--- src/rtl/axis_downsizer.sv ---
// Replays DATA_WIDTH_BYTES-wide AXI-Stream beats as a 1-byte AXI-Stream, lowest byte first.
// Define AXIS_DOWNSIZER_NULL_SKIP_EN to skip null (tkeep=0) bytes instead of emitting them.
module axis_downsizer #(
    parameter int DATA_WIDTH_BYTES = 4,
    parameter int ID_WIDTH         = 1,
    parameter int DEST_WIDTH       = 1,
    parameter int USER_WIDTH       = 1
) (
    input  logic                          clk,
    input  logic                          arst,

    input  logic [8*DATA_WIDTH_BYTES-1:0] s_axis_tdata,
    input  logic [DATA_WIDTH_BYTES-1:0]   s_axis_tkeep,
    input  logic [DATA_WIDTH_BYTES-1:0]   s_axis_tstrb,
    input  logic                          s_axis_tlast,
    input  logic [ID_WIDTH-1:0]           s_axis_tid,
    input  logic [DEST_WIDTH-1:0]         s_axis_tdest,
    input  logic [USER_WIDTH-1:0]         s_axis_tuser,
    input  logic                          s_axis_tvalid,
    output logic                          s_axis_tready,

    output logic [7:0]                    m_axis_tdata,
    output logic                          m_axis_tkeep,
    output logic                          m_axis_tstrb,
    output logic                          m_axis_tlast,
    output logic [ID_WIDTH-1:0]           m_axis_tid,
    output logic [DEST_WIDTH-1:0]         m_axis_tdest,
    output logic [USER_WIDTH-1:0]         m_axis_tuser,
    output logic                          m_axis_tvalid,
    input  logic                          m_axis_tready
);
    localparam int NB = DATA_WIDTH_BYTES;
    localparam int DW = 8 * DATA_WIDTH_BYTES;

    logic                  hold_q, hold_d;
    logic [NB-1:0]         pend_q, pend_d;
    logic [DW-1:0]         data_q, data_d;
    logic [NB-1:0]         keep_q, keep_d;
    logic [NB-1:0]         strb_q, strb_d;
    logic                  last_q, last_d;
    logic [ID_WIDTH-1:0]   id_q, id_d;
    logic [DEST_WIDTH-1:0] dest_q, dest_d;
    logic [USER_WIDTH-1:0] user_q, user_d;

    logic [NB-1:0] sel;
    logic          found;
    logic          final_byte;
    logic          in_hs;
    logic          out_hs;
    logic [NB-1:0] pend_load;
    logic          accept;

`ifdef AXIS_DOWNSIZER_NULL_SKIP_EN
    // An all-null beat only occupies the holding slot when it carries tlast.
    assign pend_load = s_axis_tkeep;
    assign accept    = (|s_axis_tkeep) || s_axis_tlast;
`else
    assign pend_load = '1;
    assign accept    = 1'b1;
`endif

    // Priority encoder: one-hot select of the lowest pending byte.
    // NOTE: every always_comb output gets a default first so no path leaves it unassigned (no latch).
    always_comb begin
        sel   = '0;
        found = 1'b0;
        for (int i = 0; i < NB; i++) begin
            if (pend_q[i] && !found) begin
                sel[i] = 1'b1;
                found  = 1'b1;
            end
        end
    end

    // With pend empty (null terminator) the mux yields tdata=0, tkeep=0, tstrb=0.
    always_comb begin
        m_axis_tdata = '0;
        m_axis_tstrb = 1'b0;
        m_axis_tkeep = 1'b0;
        for (int i = 0; i < NB; i++) begin
            if (sel[i]) begin
                m_axis_tdata = data_q[8*i +: 8];
                m_axis_tstrb = strb_q[i];
                m_axis_tkeep = keep_q[i];
            end
        end
    end

    assign final_byte    = ((pend_q & ~sel) == '0);
    assign m_axis_tvalid = hold_q;
    assign m_axis_tlast  = hold_q && last_q && final_byte;
    assign m_axis_tid    = id_q;
    assign m_axis_tdest  = dest_q;
    assign m_axis_tuser  = user_q;

    assign out_hs        = hold_q && m_axis_tready;
    assign s_axis_tready = !arst && (!hold_q || (out_hs && final_byte));
    assign in_hs         = s_axis_tvalid && s_axis_tready;

    always_comb begin
        hold_d = hold_q;
        pend_d = pend_q;
        if (out_hs) begin
            pend_d = pend_q & ~sel;
            if (final_byte) begin
                hold_d = 1'b0;
            end
        end
        // A capture in the same cycle as the final byte keeps the slot full.
        if (in_hs) begin
            pend_d = pend_load;
            hold_d = accept;
        end
        data_d = in_hs ? s_axis_tdata : data_q;
        keep_d = in_hs ? s_axis_tkeep : keep_q;
        strb_d = in_hs ? s_axis_tstrb : strb_q;
        last_d = in_hs ? s_axis_tlast : last_q;
        id_d   = in_hs ? s_axis_tid   : id_q;
        dest_d = in_hs ? s_axis_tdest : dest_q;
        user_d = in_hs ? s_axis_tuser : user_q;
    end

    // NOTE: sequential state uses non-blocking assignments so all flops update from pre-edge values.
    always_ff @(posedge clk or posedge arst) begin
        if (arst) begin
            hold_q <= 1'b0;
            pend_q <= '0;
        end else begin
            hold_q <= hold_d;
            pend_q <= pend_d;
        end
    end

    // NOTE: the held beat is payload qualified by hold_q, so it carries no reset.
    always_ff @(posedge clk) begin
        data_q <= data_d;
        keep_q <= keep_d;
        strb_q <= strb_d;
        last_q <= last_d;
        id_q   <= id_d;
        dest_q <= dest_d;
        user_q <= user_d;
    end

endmodule

--- config.mk ---
export PLATFORM = sky130hd
export DESIGN_NAME = axis_downsizer
export DESIGN_NICKNAME = d
export VERILOG_FILES = /design/src/rtl/axis_downsizer.sv
export SDC_FILE = /design/constraint.sdc
export NUM_CORES = 1
export LEC_CHECK = 0
export ABC_CLOCK_PERIOD_IN_PS = 4800
export CORE_AREA = 2 2 88 56
export DETAILED_ROUTE_END_ITERATION = 10
export DIE_AREA = 0 0 90 58
export PLACE_DENSITY = 0.74
export SLEW_MARGIN = 0
export SYNTH_ARGS = -nofsm -noshare
export SYNTH_HDL_FRONTEND = slang
export SYNTH_SLANG_ARGS = --single-unit
--- constraint.sdc ---
create_clock -name clk -period 4.8 [get_ports clk]
set_clock_uncertainty 0.1 [all_clocks]
set_input_delay 0.48 -clock clk [delete_from_list [all_inputs] [get_ports clk]]
set_output_delay 0.48 -clock clk [all_outputs]
set_load 0.05 [all_outputs]
=== After elaboration in Yosys (flattened, before gate mapping) ===
Cells that the tools add are included.

* Output and inout port bits: 16
* Bits in latches: 0
* Word-level logic and storage cells: 53
* RAM bits: 0
* ROM bits: 0
* Memories kept: 0
* Register bits: 49
* Input port bits: 48

* Multiplexer cells: 23
* Equality and inequality tests: 0
* Multiply operators: 0
* Bitwise operators: 2
* Div/mod/pow operators: 0
* Add/subtract/negate cells: 0
* Shift-type cells: 0
* $lt $le $gt $ge: 0
* Reduce and logical (&&, ||, !) cells: 19

{| class="wikitable"
|+ Operators by type and width
! cell !! number
|-
| 8-bit two-way mux || 4
|-
| 1-bit two-way mux || 17
|-
| 1-bit logical AND || 9
|-
| 4-bit two-way mux || 2
|-
| 1-bit zero test || 5
|-
| 4-bit bitwise AND || 1
|-
| 4-bit zero test || 1
|-
| 4-bit NOT || 1
|-
| 2-bit nonzero test || 2
|-
| 2-bit AND reduction || 1
|-
| 1-bit logical OR || 1
|}

=== Logic depth before layout (Yosys ltp) ===
Gate-level depths: netlist (run 1).

* Depth in word-level cells: 19
* Depth in mapped cells: 5
* Depth with buffers taken out: 3

=== Worst setup path after synthesis (run 1) ===
Ideal clock, no wire load.

* Kind: reg2reg
* Start: register pend_q[1]
* End: register data_q[0], enable pin
* Required time: 4,240 ps
* Arrival time: 3,060 ps
* Cell stages (with the launch flop): 5
* Path buffers: 1
* Path slack: 1,180 ps
* Period minus slack after synthesis: 3,620 ps
* Library setup time: 460 ps
* Cells stage by stage: dfrtp_1 -> buf_6 -> a211oi_4 -> o21ai_2 -> a21oi_1

* Cells in the longest elaborated chain, start to end: 15
* Elaborated cells on any way between the ends: 17
* Classes of those cells: mux: 5; bitwise: 2; reduce/logical: 10

{| class="wikitable"
|+ RTL lines
! item !! line !! source
|-
| start, declared || 36 || <nowiki>logic [NB-1:0] pend_q, pend_d;</nowiki>
|-
| start signal, assigned || 130 || <nowiki>pend_q <= pend_d;</nowiki>
|-
| 1-bit logical AND || 68 || <nowiki>if (pend_q[i] && !found) begin</nowiki>
|-
| 1-bit two-way mux || 68 ||
|-
| 1-bit zero test || 68 ||
|-
| 1-bit logical AND || 68 ||
|-
| 1-bit two-way mux || 68 ||
|-
| 1-bit zero test || 68 ||
|-
| 1-bit logical AND || 68 ||
|-
| 1-bit two-way mux || 68 ||
|-
| 4-bit NOT || 89 || <nowiki>assign final_byte = ((pend_q & ~sel) == '0);</nowiki>
|-
| 4-bit bitwise AND * || 89 ||
|-
| 4-bit zero test * || 89 ||
|-
| 1-bit logical AND * || 97 || <nowiki>assign s_axis_tready = !arst && (!hold_q || (out_hs && final_byte));</nowiki>
|-
| 1-bit logical OR * || 97 ||
|-
| 1-bit logical AND * || 97 ||
|-
| 1-bit logical AND * || 98 || <nowiki>assign in_hs = s_axis_tvalid && s_axis_tready;</nowiki>
|-
| end signal, assigned || 136 || <nowiki>data_q <= data_d;</nowiki>
|-
| end, declared || 37 || <nowiki>logic [DW-1:0] data_q, data_d;</nowiki>
|}

Mark *: on every way between the ends. The rest lies on a longest branch, timed or not.
A chain may end at the register's enable or synchronous reset.

=== Final worst setup path (run 1) ===
* Start: register pend_q[1]
* End: output port m_axis_tdata[3]

* Cells in the longest elaborated chain, start to end: 9
* Elaborated cells on any way between the ends: 13
* Classes of those cells: mux: 8; reduce/logical: 5

{| class="wikitable"
|+ RTL lines
! item !! line !! source
|-
| 1-bit logical AND * || 68 ||
|-
| 1-bit two-way mux || 68 ||
|-
| 1-bit zero test || 68 ||
|-
| 1-bit logical AND || 68 ||
|-
| 1-bit two-way mux || 68 ||
|-
| 1-bit zero test || 68 ||
|-
| 1-bit logical AND || 68 ||
|-
| 1-bit two-way mux || 68 ||
|-
| 8-bit two-way mux * || 81 || <nowiki>if (sel[i]) begin</nowiki>
|-
| end, declared || 22 || <nowiki>output logic [7:0] m_axis_tdata,</nowiki>
|}

Marks and branches as above.

==> impl_metrics.csv, run 1 <==
group,metric,value,unit
run_status,status,"finished, final reports clean",
logic_synthesis,synth-main-ff-cell,"edfxtp_1",
logic_synthesis,synth_edf_count,44,
critical_path,cp-start-kind,"flop",
power_and_ir_drop,clkPwrFrac,0.180,
logic_synthesis,netlist_top_cells_count,"edfxtp_1, nand2_1, o211ai_1, nand3_1, a22oi_1",
clocking,post_cts_buffers,0,
critical_path,cp-startpoint,"pend_q[1]",
final_layout,multiInputGateArea,442,µm²
logic_synthesis,synth_cells,124,
logic_synthesis,synthTopCellsByArea,"edfxtp_1, dfrtp_1, o211ai_1",
sta,hold_ws,0.350,ns
sta,finalSetupTns,0,ns
floorplanning,fp-row-count,19,
power_and_ir_drop,power.share.sequential,0.393,
final_layout,antenna_cells,0,
power_and_ir_drop,pwr-share-comb,0.426,
floorplanning,die_area,0.00522,mm²
power_and_ir_drop,power_density,616,mW/mm²
clocking,clockBufferDepth,2,
final_layout,regArea,0.00145,mm²
final_layout,layoutNonFillerInstCount,250,
critical_path,setup.worst_path.end_class,"output port",
critical_path,rr_endpoint,"data_q[23]",
drt,drcViolationCount,0,
power_and_ir_drop,peakVddDrop,380,µV
logic_synthesis,synthArstFlopShare,0.102,
clocking,cts_resized,0,
sta,slew_violations,0,
critical_path,cp-endpoint,"m_axis_tdata[3]",
global_route,grt_pass1_vias,1313,
final_layout,drive_gt1_frac,0.0802,
sta,fin_crit_sh,0.734,
sta,setup_ws,1.28,ns
critical_path,crit_arrival,2.94,ns
clocking,clkTransAtPathRegs,0.09,ns
global_route,antenna_found_initial,0,
placed_design,place.gp.congestion,0.700,
logic_synthesis,syn_nets,172,
sta,maxSlewHeadroom,0.320,
power_and_ir_drop,p_sw_frac,0.427,
final_layout,fin_area,0.00273,mm²
final_layout,area_growth_syn_to_layout,40.3,%
power_and_ir_drop,p_int,964,µW
floorplanning,die_w,90,µm
critical_path,worst_r2r_startpoint,"pend_q[0]",
placed_design,io_buffers,63,
clocking,root_buffer,"clkbuf_8",
clocking,clock-sinks,49,
final_layout,fillers,352,
placed_design,post-place-ws,1.62,ns
floorplanning,initial_core_util,0.440,
sta,worst_slew_pin_slew,1.02,ns
final_layout,nNetsFinal,234,
floorplanning,die_y,58,µm
logic_synthesis,avgSynthCellArea,15.7,µm²
run,max_cap_viol_count,0,
global_route,grt_usage,0.162,
power_and_ir_drop,p_total,1.68,mW
critical_path,worstSetupPathType,"reg -> out",
clocking,cts_tree,"built",
sta,period_needed,3.52,ns
global_route,grt_max_degree,29,
floorplanning,core,0.00442,mm²
logic_synthesis,synth_top_cell_by_area,"edfxtp_1",
logic_synthesis,ys_ff_latch,49,
logic_synthesis,synth_area,0.00195,mm²
power_and_ir_drop,p_sw,718,µW
global_route,grt_pass1_wl,6.39,mm
global_route,overflow,0,
logic_synthesis,synth_top_area_share,0.679,
drt,ant_nets,0,
drt,vias,1245,
sta,final_hold_viol_count,0,
sta,setup_viol,0,
logic_synthesis,yosys_warnings,0,
logic_synthesis,ys_seq_area_frac,0.743,
logic_synthesis,synth_most_common_cell,"edfxtp_1",
clocking,clk_latency,0.30,ns
sta,fmax,284,MHz
final_layout,fin_util,0.618,
placed_design,dp_cells,242,
floorplanning,num_io_pins,64,
critical_path,path_max_fanout,18,
placed_design,placed_cell_area,0.00261,mm²
drt,wl_per_cell,15.7,µm
drt,drt-total-wl,3.92,mm
critical_path,cp.required,4.22,ns
clocking,cts_max_level,2,
placed_design,dp.final_hpwl,2.75,mm
drt,dr.pass1.iters,4,
clocking,cts_made_buffers,5,
critical_path,rr_worst_depth,4,
logic_synthesis,synth_cell_types,25,
sta,rsz0062_at_grt,"no",
hold_path,hp-class,"in -> async",
clocking,hold_buffers,0,
power_and_ir_drop,p_leak,0.901,nW
drt,viasPerCell,4.98,
critical_path,rrSetupSlack,2.05,ns
drt,drtIter0Drc,61,
-- state kept, by name, summed over array words and instances, names as in the netlist --
register / cells
m_axis_tvalid: 1
m_axis_tid: 1
strb_q: 4
keep_q: 4
pend_q: 4
last_q: 1
data_q: 32
m_axis_tdest: 1
m_axis_tuser: 1
-- power groups by stage --
stage / logic [mW] / clock network, mW / registers (mW)
after floorplan: 0.570 / 0 / 0.599
after global routing: 0.763 / 0.323 / 0.674
after detailed placement: 0.722 / 0 / 0.671
after global placement: 0.714 / 0 / 0.664
final: 0.717 / 0.303 / 0.662
after CTS: 0.725 / 0.308 / 0.662
-- how the worst min path moves through the flow --
| stage | startpoint | to | slack [ns] | depth (start not counted) |
|---|---|---|---|---|
| 2_1_floorplan | arst | m_axis_tvalid | 0.17 | 1 |
| 3_3_place_gp | m_axis_tvalid | m_axis_tvalid | 0.61 | 1 |
| 4_1_cts | arst | pend_q[2] | 0.34 | 2 |
| 5_1_grt | arst | m_axis_tvalid | 0.37 | 2 |
| 6_report | arst | pend_q[2] | 0.35 | 2 |
| 3_5_place_dp | m_axis_tvalid | m_axis_tvalid | 0.64 | 1 |
-- layout make-up --
class	instances	share of cell area
clock inverters	3	0.0183
clock buffers	5	0.0252
multi-input cells	64	0.162
well taps	63	0.0289
flip-flops and latches	49	0.530
inverters	2	0.00275
repair buffers	64	0.234
-- critical path, stage by stage (launching register included) --
cell	delay (ns)
dfrtp_1	0.67
nor2b_1	0.72
a22oi_1	0.14
o211ai_1	0.25
clkdlybuf4s50_1	0.85
-- cells in the final DEF, fill, tap and decap left out, drive strengths merged --
cell,instances
o211ai,14
clkbuf,5
buf,1
a21oi,2
dfrtp,5
bufinv,1
a22oi,10
a21o,1
o21ai,2
inv,3
o21bai,1
nor2,2
o41ai,1
a211oi,2
nor2b,2
nor3,1
o211a,1
nand3,11
clkdlybuf4s50,63
nand2,13
clkinv,1
edfxtp,44
o31ai,1
-- cell families after synthesis --
logic type,share of synthesized area
compound gates,0.149
flops,0.743
buf+inv,0.0360
simple gates,0.0720
-- metal layers --
metal  share of wire  wire length (µm)  global-route usage
met3           0.068               266              0.0585
met5               0                 0                   0
met2            0.46              1790               0.251
met4           0.012                48              0.0637
met1            0.46              1820               0.214
(Power assumes the default switching activity.)
==> run 2, diff against run 1 <==
ABC_CLOCK_PERIOD_IN_PS = 2900   (was 4800)
CORE_AREA = 2 2 92 59   (was 2 2 88 56)
DIE_AREA = 0 0 94 61   (was 0 0 90 58)
PLACE_DENSITY = 0.7   (was 0.74)
clock period = 2.9 ns   (was 4.8 ns; I/O delays follow)
==> run 2 against run 1 <==
Effect of this change: non-clock buffer count rose by 3; sequential share of layout area decreased by 2.3 points; utilization decreased by 3.3 points; hold slack worse by 0.21 ns; clock power is 64% higher; critical path depth rose by 1; cell area up 4.5%; critical path type unchanged; largest power group unchanged; highest routed layer unchanged.
==> impl_metrics.csv, run 2 (synthesis gave the netlist of run 1 again) <==
group,metric,value,unit
sta,maxSlewHeadroom,0.487,
drt,drcViolationCount,0,
sta,rsz0062_at_grt,"no",
critical_path,rr_endpoint,"data_q[2]",
clocking,cts_max_level,2,
drt,ant_nets,0,
floorplanning,die_y,61,µm
sta,fin_crit_sh,0.882,
final_layout,antenna_cells,0,
drt,wl_per_cell,16.9,µm
sta,slew_violations,0,
final_layout,regArea,0.00145,mm²
placed_design,dp.final_hpwl,3.08,mm
critical_path,setup.worst_path.end_class,"output port",
final_layout,fillers,405,
power_and_ir_drop,peakVddDrop,403,µV
final_layout,fin_util,0.585,
clocking,cts_resized,0,
global_route,antenna_found_initial,0,
final_layout,area_growth_syn_to_layout,46.6,%
final_layout,layoutNonFillerInstCount,256,
critical_path,crit_arrival,2.17,ns
critical_path,worst_r2r_startpoint,"pend_q[1]",
drt,viasPerCell,5.11,
floorplanning,core,0.00488,mm²
critical_path,cp-start-kind,"flop",
clocking,root_buffer,"clkbuf_8",
critical_path,worstSetupPathType,"reg -> out",
floorplanning,fp-row-count,20,
clocking,cts_tree,"built",
floorplanning,num_io_pins,64,
clocking,clk_latency,0.30,ns
global_route,grt_pass1_vias,1354,
final_layout,nNetsFinal,237,
global_route,overflow,0,
final_layout,drive_gt1_frac,0.158,
floorplanning,die_area,0.00573,mm²
placed_design,io_buffers,63,
final_layout,largest_register_ffs,32,
hold_path,hp-class,"in -> async",
critical_path,rr_worst_depth,4,
run_status,status,"finished, final reports clean",
run,max_cap_viol_count,0,
global_route,grt_usage,0.165,
global_route,grt_pass1_wl,6.72,mm
placed_design,dp_cells,248,
final_layout,final_cell_mix,"clkdlybuf4s50_1, edfxtp_1, nand2_1, o211ai_1, nand3_1",
drt,drt-total-wl,4.32,mm
final_layout,largest_register,"data_q",
clocking,clockBufferDepth,2,
clocking,clkTransAtPathRegs,0.09,ns
final_layout,multiInputGateArea,442,µm²
drt,dr.pass1.iters,4,
sta,worst_slew_pin_slew,0.769,ns
clocking,clock-sinks,49,
clocking,post_cts_buffers,0,
power_and_ir_drop,p_leak,0.970,nW
sta,final_hold_viol_count,0,
global_route,grt_max_degree,25,
power_and_ir_drop,power_density,1080,mW/mm²
sta,setup_viol,0,
sta,period_needed,2.56,ns
sta,finalSetupTns,0,ns
critical_path,rrSetupSlack,0.75,ns
sta,fmax,391,MHz
clocking,hold_buffers,0,
drt,drtIter0Drc,84,
critical_path,cp.required,2.51,ns
floorplanning,initial_core_util,0.399,
placed_design,place.gp.congestion,0.863,
final_layout,final_common_cell,"clkdlybuf4s50_1",
clocking,cts_made_buffers,5,
floorplanning,die_w,94,µm
critical_path,path_max_fanout,18,
drt,vias,1307,
==> run 2: cell types whose count changed in the layout (fill, tap and decap cells not counted), sizes merged <==
cell,previous run,this run
buf,1,16
clkdlybuf4s50,63,51
inv,3,2
clkbuf,5,6
clkinvlp,0,1
clkinv,1,0
==> run 2: metal layers <==
metal | share of wire | global-route usage
met1 | 0.42 | 0.197
met2 | 0.48 | 0.270
met3 | 0.085 | 0.0634
met4 | 0.015 | 0.0787
met5 | 0 | 0
==> run 2: critical path: stages, from the launching register on <==
cell and delay [ns]:
dfrtp_1 0.67, nor2b_1 0.39, buf_4 0.22, a22oi_1 0.07, o211ai_1 0.33, buf_12 0.18
==> run 2: area by class of cell <==
| cell class | count | area share |
|---|---|---|
| flip-flops and latches | 49 | 0.507 |
| repair buffers | 67 | 0.265 |
| multi-input cells | 64 | 0.155 |
| clock buffers | 6 | 0.0289 |
| well taps | 66 | 0.0289 |
| clock inverters | 2 | 0.0132 |
| inverters | 2 | 0.00263 |
==> run 2: metrics by stage <==
stage	power [mW]	hold WS, ns	area, µm²	worst slack, ns
floorplan	1.93	-0.0233	1950	0.246
detailed placement	2.62	0.469	2730	0.709
global placement	2.58	0.461	2730	0.804
global route	3.23	0.140	2850	0.150
CTS	3.11	0.139	2850	0.338
finish	3.09	0.139	2850	0.343
==> run 2: worst max-delay path by stage <==
stage / start / to / slack (ns) / depth (start not counted)
2_1_floorplan: m_axis_tvalid / data_q[0] / 0.25 / 2
3_3_place_gp: pend_q[1] / m_axis_tdata[6] / 0.80 / 5
3_5_place_dp: pend_q[1] / m_axis_tdata[1] / 0.71 / 5
4_1_cts: pend_q[1] / m_axis_tdata[1] / 0.34 / 5
5_1_grt: pend_q[1] / m_axis_tdata[0] / 0.15 / 5
6_report: pend_q[1] / m_axis_tdata[0] / 0.34 / 5
==> run 2: power by group <==
group	total, mW	switching, mW	internal (mW)	leakage, nW
sequential	1.07	0.178	0.890	0.459
combinational	1.53	0.847	0.679	0.454
clock	0.498	0.218	0.280	0.0574
==> run 3, diff against run 2 <==
CORE_AREA = 2 2 91 58   (was 2 2 92 59)
CTS_BUF_LIST = sky130_fd_sc_hd__clkbuf_4 sky130_fd_sc_hd__clkbuf_8   (was unset)
DIE_AREA = 0 0 93 60   (was 0 0 94 61)
PLACE_DENSITY = 0.72   (was 0.7)
==> run 3 against run 2 <==
Effect of this change: register-to-register slack better by 0.11 ns; combinational power about the same; power fell by 3.1%; non-clock buffer count is 1 higher; utilization up 0.52 points; fmax down 3.6%; largest cell class unchanged; critical path depth shrank 2; critical path type unchanged; clock power decreased by 19%; cell count is 0.39% higher; cell area fell by 0.66%; critical endpoint is now m_axis_tlast; hold slack improved by 0.017 ns.
==> impl_metrics.csv, run 3 (synthesis gave the netlist of run 1 again) <==
group,metric,value,unit
sta,final_hold_viol_count,0,
power_and_ir_drop,peakVddDrop,404,µV
clocking,cts_resized,0,
floorplanning,die_y,60,µm
final_layout,antenna_cells,0,
final_layout,multiInputGateArea,442,µm²
clocking,clkTransAtPathRegs,0.09,ns
clocking,clockBufferDepth,2,
floorplanning,core,0.00480,mm²
sta,setup_viol,0,
drt,top_layer_used,"met4",
final_layout,largest_register,"data_q",
placed_design,io_buffers,63,
global_route,grt_max_degree,25,
drt,ant_nets,0,
critical_path,cp_slowest_cell,"clkdlybuf4s50_1",
clocking,clk_latency,0.30,ns
floorplanning,num_io_pins,64,
global_route,antenna_found_initial,0,
final_layout,fin_area,0.00284,mm²
critical_path,cp.required,2.51,ns
placed_design,dp_cells,249,
drt,wl_met1,1.89,mm
drt,wl_met3,285,µm
final_layout,fin_util,0.590,
power_and_ir_drop,power_density,1060,mW/mm²
global_route,overflow,0,
clocking,cts_made_buffers,5,
floorplanning,die_area,0.00558,mm²
clocking,root_buffer,"clkbuf_8",
final_layout,drive_gt1_frac,0.157,
drt,vias,1283,
critical_path,max_stage_delay,0.80,ns
sta,hold_ws,0.156,ns
clocking,post_cts_buffers,0,
final_layout,fillers,390,
drt,wl_per_cell,16.1,µm
sta,fin_crit_sh,0.914,
critical_path,path_max_fanout,15,
drt,drt-total-wl,4.14,mm
clocking,cts_max_level,2,
floorplanning,initial_core_util,0.405,
final_layout,area_growth_syn_to_layout,45.6,%
power_and_ir_drop,p_leak,0.957,nW
placed_design,dp.final_hpwl,2.99,mm
final_layout,final_cell_mix,"clkdlybuf4s50_1, edfxtp_1, nand2_1, o211ai_1, nand3_1",
power_and_ir_drop,p_total,3.00,mW
global_route,grt_usage,0.162,
hold_path,hp-class,"in -> async",
placed_design,post-place-ws,0.574,ns
run,max_cap_viol_count,0,
placed_design,placed_cell_area,0.00274,mm²
drt,wl_met2,1.90,mm
final_layout,regArea,0.00145,mm²
drt,drtIter0Drc,88,
final_layout,nNetsFinal,238,
sta,worst_slew_pin_slew,0.587,ns
floorplanning,fp-row-count,20,
drt,drcViolationCount,0,
drt,dr.pass1.iters,4,
critical_path,critPathTopFamily,"buffers and inverters",
global_route,grt_pass1_vias,1312,
sta,fmax,377,MHz
critical_path,path_cells,"a211oi_4 -> o211a_1 -> clkdlybuf4s50_1",
sta,setup_ws,0.249,ns
critical_path,setup.worst_path.end_class,"output port",
sta,rsz0062_at_grt,"no",
critical_path,worstSetupPathType,"reg -> out",
critical_path,cp_num_buf_inv,1,
clocking,hold_buffers,0,
final_layout,largest_register_ffs,32,
placed_design,place.gp.congestion,0.806,
clocking,clock-sinks,49,
final_layout,final_common_cell,"clkdlybuf4s50_1",
final_layout,layoutNonFillerInstCount,257,
sta,maxSlewHeadroom,0.609,
sta,slew_violations,0,
sta,period_needed,2.65,ns
clocking,cts_tree,"built",
run_status,status,"finished, final reports clean",
global_route,grt_pass1_wl,6.60,mm
critical_path,cp-start-kind,"flop",
drt,viasPerCell,4.99,
floorplanning,die_w,93,µm
sta,finalSetupTns,0,ns
critical_path,crit_arrival,2.26,ns
==> run 3: cell count changes in the layout (fill, tap and decap cells not counted) <==
cell and delta:
clkinvlp_4 +1, clkbuf_4 +1, clkdlybuf4s50_1 +1, clkbuf_8 -1
bufinv_16 -1
==> run 3: worst reg2reg max path, stage by stage, from the launching register on <==
cell and delay [ns]:
dfrtp_1 0.60, a211oi_4 0.38, o21ai_2 0.14, a21oi_4 0.17
buf_4 0.32
==> run 3: worst paths after layout <==
| check | start | end | slack (ns) | depth (start not counted) |
|---|---|---|---|---|
| min | arst | pend_q[3] | 0.16 | 2 |
| min reg2reg | m_axis_tvalid | m_axis_tvalid | 0.65 | 1 |
| max in group asynchronous | arst | pend_q[1] | 2.36 | 2 |
| min in group clk | s_axis_tdata[2] | data_q[2] | 0.44 | 1 |
| max | pend_q[0] | m_axis_tlast | 0.25 | 3 |
| max reg2reg | pend_q[0] | data_q[3] | 0.86 | 4 |
==> run 3: cell type report <==
type / count / share of cell area
Sequential cell: 49 / 0.510
Timing Repair Buffer: 68 / 0.270
Multi-Input combinational cell: 64 / 0.156
Tap cell: 66 / 0.0291
Clock buffer: 6 / 0.0269
Clock inverter: 2 / 0.00530
Inverter: 2 / 0.00265
==> run 3: power breakdown <==
group	switching (mW)	leakage [nW]	internal [mW]
logic	0.875	0.457	0.690
registers	0.140	0.459	0.891
clock network	0.223	0.0408	0.180
==> run 3: metal layers <==
metal	GRT usage	vias to the layer above
li1	-	617
met1	0.215	610
met2	0.257	51
met3	0.0441	5
met4	0.0693	0
met5	0	-
